===== src/rtl/race_pkg.sv =====
// Shared types and constants for the race timing unit.
package race_pkg;

    typedef enum logic [1:0] {
        RS_IDLE,
        RS_RUNNING,
        RS_FINISHED
    } raceState_t;

    localparam int FRAME_DIV_DEF = 833_334;
    localparam int SEC_DIV_DEF   = 49_999_999;

    // Short divider periods so simulations reach whole seconds quickly
    localparam int FRAME_DIV_SIM = 3;
    localparam int SEC_DIV_SIM   = 9;

endpackage


===== src/rtl/tick_divider.sv =====
// Free-running down-counter that emits a one-cycle tick every RELOAD+1 cycles.
module tick_divider #(
    parameter int RELOAD = 3
) (
    input  logic Clock,
    input  logic Reset,
    input  logic reload,
    output logic tick
);

    localparam int CNT_W = (RELOAD < 1) ? 1 : $clog2(RELOAD + 1);

    logic [CNT_W-1:0] count;

    // Reload on reset, on request, or after the zero cycle has been emitted
    always_ff @(posedge Clock) begin
        if (Reset || reload || count == '0)
            count <= CNT_W'(RELOAD);
        else
            count <= count - 1'b1;
    end

    assign tick = (count == '0);

endmodule


===== src/rtl/race_timer.sv =====
// Race timing unit: frame/seconds ticks plus race, lap and best-lap tracking.
// Optional macro RACE_TIMER_BCD_EN adds a registered 3-digit BCD view of secondsPassed.
module race_timer
    import race_pkg::*;
#(
    parameter int FRAME_DIV = FRAME_DIV_DEF,
    parameter int SEC_DIV   = SEC_DIV_DEF,
    parameter int SEC_W     = 8,
    parameter int NUM_LAPS  = 3,
    parameter int LAP_W     = $clog2(NUM_LAPS + 1)
) (
    input  logic             Clock,
    input  logic             Reset,
    input  logic             Start,
    input  logic             LapCross,
    output logic             Enable1Frame,
    output logic             Enable1Second,
    output logic [SEC_W-1:0] secondsPassed,
    output logic [SEC_W-1:0] lapTime,
    output logic [SEC_W-1:0] lastLap,
    output logic [SEC_W-1:0] bestLap,
    output logic             bestValid,
    output logic [LAP_W-1:0] lapCount,
    output logic             lapStrobe,
`ifdef RACE_TIMER_BCD_EN
    output logic [11:0]      secondsBCD,
`endif
    output logic             raceDone
);

    localparam logic [SEC_W-1:0] SEC_MAX = '1;

    raceState_t       state, stateNext;
    logic [SEC_W-1:0] secondsNext, lapTimeNext, lastLapNext, bestLapNext;
    logic [SEC_W-1:0] completedLap;
    logic [LAP_W-1:0] lapCountNext;
    logic             bestValidNext, lapStrobeNext, clearAll;
    logic             secReload, raceTick;

    function automatic logic [SEC_W-1:0] satInc(input logic [SEC_W-1:0] v);
        return (v == SEC_MAX) ? v : v + 1'b1;
    endfunction

    // Restart the seconds divider as a race begins so its first second is full length
    assign secReload = (state == RS_IDLE) && Start;

    tick_divider #(.RELOAD(FRAME_DIV)) frameDiv (
        .Clock  (Clock),
        .Reset  (Reset),
        .reload (1'b0),
        .tick   (Enable1Frame)
    );

    tick_divider #(.RELOAD(SEC_DIV)) secDiv (
        .Clock  (Clock),
        .Reset  (Reset),
        .reload (secReload),
        .tick   (Enable1Second)
    );

    assign raceTick = Enable1Second && (state == RS_RUNNING);
    assign raceDone = (state == RS_FINISHED);

    always_comb begin
        stateNext     = state;
        secondsNext   = secondsPassed;
        lapTimeNext   = lapTime;
        lastLapNext   = lastLap;
        bestLapNext   = bestLap;
        bestValidNext = bestValid;
        lapCountNext  = lapCount;
        lapStrobeNext = 1'b0;
        clearAll      = 1'b0;
        completedLap  = raceTick ? satInc(lapTime) : lapTime;

        case (state)
            RS_IDLE: begin
                clearAll = 1'b1;
                if (Start)
                    stateNext = RS_RUNNING;
            end
            RS_RUNNING: begin
                if (!Start) begin
                    clearAll  = 1'b1;
                    stateNext = RS_IDLE;
                end else begin
                    if (raceTick) begin
                        secondsNext = satInc(secondsPassed);
                        lapTimeNext = satInc(lapTime);
                    end
                    if (LapCross) begin
                        lastLapNext   = completedLap;
                        lapTimeNext   = '0;
                        lapCountNext  = lapCount + 1'b1;
                        lapStrobeNext = 1'b1;
                        bestValidNext = 1'b1;
                        if (!bestValid || completedLap < bestLap)
                            bestLapNext = completedLap;
                        if (lapCountNext == LAP_W'(NUM_LAPS))
                            stateNext = RS_FINISHED;
                    end
                end
            end
            RS_FINISHED: begin
                if (!Start) begin
                    clearAll  = 1'b1;
                    stateNext = RS_IDLE;
                end
            end
            default: begin
                clearAll  = 1'b1;
                stateNext = RS_IDLE;
            end
        endcase

        if (clearAll) begin
            secondsNext   = '0;
            lapTimeNext   = '0;
            lastLapNext   = '0;
            bestLapNext   = SEC_MAX;
            bestValidNext = 1'b0;
            lapCountNext  = '0;
            lapStrobeNext = 1'b0;
        end
    end

    always_ff @(posedge Clock) begin
        if (Reset) begin
            state         <= RS_IDLE;
            secondsPassed <= '0;
            lapTime       <= '0;
            lastLap       <= '0;
            bestLap       <= SEC_MAX;
            bestValid     <= 1'b0;
            lapCount      <= '0;
            lapStrobe     <= 1'b0;
        end else begin
            state         <= stateNext;
            secondsPassed <= secondsNext;
            lapTime       <= lapTimeNext;
            lastLap       <= lastLapNext;
            bestLap       <= bestLapNext;
            bestValid     <= bestValidNext;
            lapCount      <= lapCountNext;
            lapStrobe     <= lapStrobeNext;
        end
    end

`ifdef RACE_TIMER_BCD_EN
    logic [9:0]  binClamped;
    logic [21:0] dabble;
    logic [11:0] bcdComb;

    // Double-dabble of a value clamped to 999 so three digits always suffice
    always_comb begin
        binClamped = 10'd999;
        if (32'(secondsPassed) < 32'd1000)
            binClamped = 10'(secondsPassed);
        dabble = {12'd0, binClamped};
        for (int i = 0; i < 10; i++) begin
            if (dabble[13:10] >= 4'd5) dabble[13:10] = dabble[13:10] + 4'd3;
            if (dabble[17:14] >= 4'd5) dabble[17:14] = dabble[17:14] + 4'd3;
            if (dabble[21:18] >= 4'd5) dabble[21:18] = dabble[21:18] + 4'd3;
            dabble = dabble << 1;
        end
        bcdComb = dabble[21:10];
    end

    always_ff @(posedge Clock) begin
        if (Reset)
            secondsBCD <= '0;
        else
            secondsBCD <= bcdComb;
    end
`endif

endmodule


===== config.mk =====
export PLATFORM = sky130hd
export DESIGN_NAME = race_timer
export DESIGN_NICKNAME = d
export VERILOG_FILES = /design/src/rtl/race_pkg.sv /design/src/rtl/tick_divider.sv /design/src/rtl/race_timer.sv
export SDC_FILE = /design/constraint.sdc
export NUM_CORES = 1
export LEC_CHECK = 0
export ABC_CLOCK_PERIOD_IN_PS = 4600
export CELL_PAD_IN_SITES_DETAIL_PLACEMENT = 1
export CELL_PAD_IN_SITES_GLOBAL_PLACEMENT = 2
export CORE_MARGIN = 2
export CORE_UTILIZATION = 34
export DETAILED_ROUTE_END_ITERATION = 6
export PLACE_DENSITY = 0.76
export SLEW_MARGIN = 15
export SYNTH_ARGS = -nofsm -noshare
export SYNTH_HDL_FRONTEND = slang
export SYNTH_SLANG_ARGS = --single-unit

===== constraint.sdc =====
create_clock -name Clock -period 4.6 [get_ports Clock]
set_input_delay 0.69 -clock Clock [delete_from_list [all_inputs] [get_ports Clock]]
set_output_delay 0.69 -clock Clock [all_outputs]
set_load 0.01 [all_outputs]

==> key figures, run 1 <==
Run status
  • Status: complete, no violations

Clock network
  • Hold_buf cts: 0
  • CTS tree: done
  • Clock-pin slew on the worst setup and hold paths: around 0.060 ns
  • Worst skew pair latency: 0.34 ns
  • Post-CTS Setup Bufs: 0
  • Clock sinks: 84
  • PostCTS Resize Cnt: 0
  • Root Buffer: clkbuf_16
  • Num CTS Buffers: 9
  • Clock Path Buffers: 2
  • H-Tree Depth: 3

Run
  • Max_cap viols: 0

STA
  • Setup TNS: 0 ns
  • F_max: roughly 240 MHz
  • Least-Margin Pin Slew: between 0.8 and 0.9 ns
  • Fin crit share: 91.7%
  • Layout Skew: slightly below 0.007 ns
  • Finish-stage setup viols: 0
  • Final min period: between 4 and 5 ns
  • Slew Viols, Final: 0
  • Slew HR: between 40% and 50%
  • Hold Vio Cnt, Final: 0
  • Worst hold slack: approximately 0.42 ns
  • RSZ-0062 raised after global routing: false

Power
  • Power Density: ~310 mW/mm^2
  • Max VDD drop: roughly 0.00016 V
  • Static Leak: ~0.0017 uW

Synth
  • Count leader, synth: dfxtp_1
  • Post-synth cell types: 48
  • Post-synthesis net count: between 400 and 500
  • Post-synth EDFFs: 0
  • Ys Warns: 0
  • Ys flop type: dfxtp_1
  • Post-Syn Area: 0.00394 mm^2
  • Synth Register Bits: 84
  • Post-synthesis cell count: 456
  • Sequential area share after synthesis: between 40% and 50%
  • FFs w/ async S/R, synth: 0%
  • Top cells by area, synth: dfxtp_1 43%, xnor2_1 6.9%, nor2_1 5.6%, nand2_1 5.2%, ha_1 5.1%
  • Syn avg cell area: between 8 and 9 um^2
  • Area leader, netlist: dfxtp_1
  • Top-area cell type share of the netlist area: a little over two fifths
  • Synth top cells by count: 84 x dfxtp_1, 59 x nor2_1, 55 x nand2_1, 31 x xnor2_1

Global route
  • GRT Total Usage: between 10% and 20%
  • Vias in the first global route: about 3500
  • GRT overflow: 0
  • First-pass GRT wire length: around 17 mm
  • Largest net degree at the start of global routing: 19
  • Initial antenna violation count: 0

Floorplanning
  • Die Height: about 110 um
  • Initial Utilization: approximately a third
  • Row cnt: 39
  • Die X: ~110 um
  • DIE AREA: between 0.01 and 0.015 mm^2
  • Total core area: about 0.011 mm^2
  • IO Count: between 40 and 50

Route
  • Antenna viol nets, final: 0
  • WL/cell: 15.3 um
  • Post-detailed-route DRC marker count: 0
  • Routed WL: around 9.9 mm
  • Via/cell ratio: 5.19
  • Drt pass-1 iters: 4
  • Routed vias: 3352
  • DRC marker count from the first detailed-route iteration: 98

Worst hold path
  • Hold crit path type: flip-flop to flip-flop

Finish
  • Multi-input gate area: between 0.002 and 0.0025 mm^2
  • P&R area growth vs syn: 21.2%
  • Nets: between 500 and 600
  • Diode count: 0
  • Design Area, Final: roughly 0.0048 mm^2
  • Proportion of layout cells with a drive suffix above 1: under 10%
  • Fillers: 1365
  • Sequential Area: approximately 0.0017 mm^2

Setup path
  • Required time worst endpoint: approximately 4.8 ns
  • Crit path launch type: flip-flop
  • CP Class: flip-flop to flip-flop
  • Crit path DAT: roughly 4.4 ns
  • CP max FO: 6
  • CP Capture Type: flip-flop

Place
  • I/O Buffers: 42
  • GPL Wtd Cong: ~0.8
  • DP Wirelength: 7.24 mm
  • Placed inst area: approximately 0.0045 mm^2
## state kept, by name, summed over array words and instances (netlist names)
signal,cells
lapCount,2
secondsPassed,8
lapTime,8
bestLap,8
lapStrobe,1
bestValid,1
secDiv.count,26
state,2
lastLap,8
frameDiv.count,20
## through the flow
stage | utilization, % | std cells | total power, uW | worst slack, ns
floorplan | - | 456 | 809 | 0.730
global placement | 39.6 | 630 | 832 | 0.540
detailed placement | 39.6 | 630 | 835 | 0.387
CTS | 42.0 | 646 | 1520 | 0.373
global route | 42.0 | 646 | 1550 | 0.0606
finish | 42.0 | 646 | 1490 | 0.384
## cell families (layout without fill, tap and decap cells)
kind of cell               after synthesis  count (layout)  synth area share [%]
and+or+nand+nor                        208             208                  26.5
DFF                                     84              84                  42.7
AOI/OAI and AO/OA                       58              58                  9.19
xor gates and xnor gates                49              49                  10.9
buffers and inverters                   33              80                  3.37
adders and majority gates               16              16                  5.09
muxes                                    8               8                  2.26
## critical path, cell delays in order, from the launching register on
cell and delay, ns:
dfxtp_1 0.34, or4_1 0.63, or4_4 0.61, or3_1 0.39
o31a_1 0.33, nor2_1 0.23, inv_1 0.08, ha_1 0.30
a21oi_1 0.13, o22ai_1 0.12, nor4_1 0.37, mux2i_1 0.22
a211oi_1 0.27, a31oi_1 0.07
## where the power goes
| part | internal, uW | switching [uW] | total [uW] |
|---|---|---|---|
| clock | 368 | 305 | 673 |
| combinational | 25.1 | 49.1 | 74.2 |
| sequential | 736 | 7.92 | 743 |
## final timing paths
kind,endpoint,from,cells past startpoint,slack (ns)
worst max-delay path,bestLap[4]$_SDFFE_PP1P_,secDiv.count[16]$_SDFF_PP0_,13,0.38
worst min-delay path,secDiv.count[0]$_SDFF_PP1_,secDiv.count[0]$_SDFF_PP1_,1,0.42
worst max register to register,bestLap[4]$_SDFFE_PP1P_,secDiv.count[16]$_SDFF_PP0_,13,0.38
worst min register to register,secDiv.count[0]$_SDFF_PP1_,secDiv.count[0]$_SDFF_PP1_,1,0.42
## per-layer routing
layer	share of wire, %	track usage (%)	wire length (um)	vias up
li1	-	-	-	1670
met1	46	20.7	4570	1639
met2	50	29.4	4910	30
met3	1.8	2.29	177	13
met4	2.1	7.49	204	0
met5	0	0	0	-
## area by class of cell
cell class                      count  area share (%)
Clock buffer                       11            4.88
Inverter                           18            1.42
Timing Repair Buffer               46            9.44
Clock inverter                      5           0.813
Multi-Input combinational cell    339            44.5
Tap cell                          143            3.75
Sequential cell                    84            35.2
## cells in the final DEF, fill, tap and decap left out, types with 14 or more instances in the layout
master           synthesis  layout
nor2_1                  59      59
nor3_1                  14      14
ha_1                    16      16
inv_1                   17      17
nor4_1                  18      18
dfxtp_1                 84      84
xnor2_1                 31      31
xor2_1                  18      18
nand2_1                 55      55
a21oi_1                 17      17
clkdlybuf4s50_1          0      42
Power figures use the tool's default switching activity.
==> run 2: changes to the inputs <==
SLEW_MARGIN = 10   (was 15)
==> results of run 2 <==
Same layout as run 1: the final DEF is identical, and so are final timing and power.
==> run 3: changes to the inputs <==
CORE_MARGIN = 8   (was 2)
==> key figures, run 3 (synthesis results as in run 1) <==
Run status
  • Status: complete, no violations (unchanged)

STA
  • Finish-stage setup viols: 0 (unchanged)
  • Worst hold slack: 0.416 ns (was 0.423 ns)
  • Least-Margin Pin Slew: 0.857 ns (was 0.855 ns)
  • RSZ-0062 raised after global routing: false (unchanged)
  • Layout Skew: 0.00487 ns (was 0.00685 ns)
  • Fin crit share: 92.1% (was 91.7%)
  • F_max: 236 MHz (was 237 MHz)
  • Slew HR: 42.4% (was 42.6%)
  • Hold Vio Cnt, Final: 0 (unchanged)
  • Slew Viols, Final: 0 (unchanged)
  • Setup TNS: 0 ns (unchanged)
  • Final min period: 4.24 ns (was 4.22 ns)

Global route
  • Largest net degree at the start of global routing: 35 (was 19)
  • GRT overflow: 0 (unchanged)
  • Vias in the first global route: 3468 (was 3477)
  • GRT Total Usage: 13.8% (was 16.9%)
  • Initial antenna violation count: 0 (unchanged)
  • First-pass GRT wire length: 16.7 mm (was 17.1 mm)

Route
  • DRC marker count from the first detailed-route iteration: 125 (was 98)
  • Routed WL: 10.1 mm (was 9.87 mm)
  • Routed vias: 3340 (was 3352)
  • Antenna viol nets, final: 0 (unchanged)
  • Drt pass-1 iters: 4 (unchanged)
  • Post-detailed-route DRC marker count: 0 (unchanged)
  • Via/cell ratio: 5.17 (was 5.19)
  • WL/cell: 15.6 um (was 15.3 um)

Setup path
  • Crit path max-delay family: simple AND/OR/NAND/NOR gates (unchanged)
  • Buf+Inv Stages, Crit Path: 1 (unchanged)
  • Worst path slowest cell: or4_1 (unchanged)
  • CP Capture Type: flip-flop (unchanged)
  • Crit path cell chain: or4_1 > or4_4 > or3_1 > o31a_1 > nor2_1 > inv_1 > ha_1 > a21oi_1 > o22ai_1 > nor4_1 > mux2i_1 > a211oi_1 > a31oi_1 (unchanged)
  • Required time worst endpoint: 4.82 ns (about the same)
  • CP max FO: 6 (unchanged)
  • Max stage delay on crit path: 0.64 ns (was 0.63 ns)
  • Crit path launch type: flip-flop (unchanged)
  • Crit path DAT: 4.45 ns (was 4.43 ns)
  • CP Class: flip-flop to flip-flop (unchanged)

Place
  • GPL Wtd Cong: 0.770 (was 0.794)
  • I/O Buffers: 42 (unchanged)
  • DP Wirelength: 7.49 mm (was 7.24 mm)
  • Placed Cells: 630 (unchanged)

Floorplanning
  • Total core area: 0.0114 mm^2 (unchanged)
  • DIE AREA: 0.0153 mm^2 (was 0.0125 mm^2)
  • IO Count: 43 (unchanged)
  • Die Height: 124 um (was 112 um)
  • Initial Utilization: 34.6% (unchanged)
  • Die X: 124 um (was 112 um)
  • Row cnt: 39 (unchanged)

Finish
  • Diode count: 0 (unchanged)
  • Reg with most FFs: secDiv.count (unchanged)
  • Proportion of layout cells with a drive suffix above 1: 6.56% (was 6.16%)
  • Max reg flops: 26 (unchanged)
  • Final Non-Filler Cells: 646 (unchanged)
  • P&R area growth vs syn: 22.5% (was 21.2%)
  • Nets: 518 (unchanged)
  • Commonest non-fill, non-tap cell in the layout: dfxtp_1 (unchanged)
  • Fillers: 1351 (was 1365)
  • Post-layout util: 42.4% (was 42.0%)
  • Leading registers by flop count: secDiv.count (26), frameDiv.count (20) (unchanged)
  • Most frequent cells in the layout: 84 x dfxtp_1, 59 x nor2_1, 55 x nand2_1, 42 x clkdlybuf4s50_1, 31 x xnor2_1 (unchanged)

Clock network
  • Clock Path Buffers: 2 (unchanged)
  • H-Tree Depth: 3 (unchanged)
  • Num CTS Buffers: 9 (unchanged)
  • Clock sinks: 84 (unchanged)
  • Worst skew pair latency: 0.34 ns (about the same)
  • Clock-pin slew on the worst setup and hold paths: 0.06 ns (about the same)
  • CTS tree: done (unchanged)
  • Hold_buf cts: 0 (unchanged)
  • Post-CTS Setup Bufs: 0 (unchanged)
  • Root Buffer: clkbuf_16 (unchanged)
  • PostCTS Resize Cnt: 0 (unchanged)

Run
  • Max_cap viols: 0 (unchanged)

Power
  • Max VDD drop: 0.000226 V (was 0.000158 V)
  • Power Density: 329 mW/mm^2 (was 313 mW/mm^2)
  • Static Leak: 0.00170 uW (was 0.00167 uW)

Worst hold path
  • Hold crit path type: flip-flop to flip-flop (unchanged)
-- run 3: cell types whose count changed in the layout (fill, tap and decap cells not counted), sizes merged --
cell,previous run,this run
clkbuf,11,13
clkinv,5,2
bufinv,0,1
-- run 3: power breakdown --
part	total [uW]	internal (uW)	switching, uW
clock network	769	479	291
logic	73.0	25.0	48.0
registers	744	736	7.87
total	1590	1240	346
-- run 3: worst paths after layout --
kind,startpoint,to,slack (ns),cells after the start
hold / removal,secDiv.count[0]$_SDFF_PP1_,secDiv.count[0]$_SDFF_PP1_,0.42,1
setup reg to reg,secDiv.count[16]$_SDFF_PP0_,bestLap[4]$_SDFFE_PP1P_,0.36,13
setup / recovery,secDiv.count[16]$_SDFF_PP0_,bestLap[4]$_SDFFE_PP1P_,0.36,13
hold reg to reg,secDiv.count[0]$_SDFF_PP1_,secDiv.count[0]$_SDFF_PP1_,0.42,1
-- run 3: area by class of cell --
| type | count | area (um^2) | share of cell area (%) |
|---|---|---|---|
| repair buffers | 46 | 450 | 9.34 |
| clock inverters | 3 | 42.5 | 0.882 |
| multi-input cells | 339 | 2120 | 44.0 |
| flip-flops and latches | 84 | 1680 | 34.9 |
| inverters | 18 | 67.6 | 1.40 |
| clock buffers | 13 | 280 | 5.81 |
| well taps | 143 | 179 | 3.71 |
-- run 3: per-layer routing --
layer / share of wire [%] / wire length, um / vias to the layer above / GRT usage, %
li1: - / - / 1671 / -
met1: 45 / 4540 / 1621 / 15.6
met2: 49 / 4990 / 37 / 24.1
met3: 4.0 / 408 / 11 / 4.17
met4: 1.5 / 149 / 0 / 4.74
met5: 0 / 0 / - / 0
-- run 3: stage by stage --
| step | cell area [um^2] | power, uW | setup slack (ns) |
|---|---|---|---|
| global route | 4820 | 1660 | 0.164 |
| detailed placement | 4500 | 835 | 0.393 |
| global placement | 4500 | 832 | 0.561 |
| floorplan | 3940 | 809 | 0.730 |
| CTS | 4820 | 1620 | 0.375 |
| finish | 4820 | 1590 | 0.362 |
-- run 3: worst reg2reg max path, cell delays in order (launching register included) --
cell and delay (ns):
dfxtp_1 0.33, or4_1 0.64, or4_4 0.61, or3_1 0.39, o31a_1 0.33, nor2_1 0.24
inv_1 0.08, ha_1 0.29, a21oi_1 0.13, o22ai_1 0.13, nor4_1 0.37, mux2i_1 0.23
a211oi_1 0.26, a31oi_1 0.08
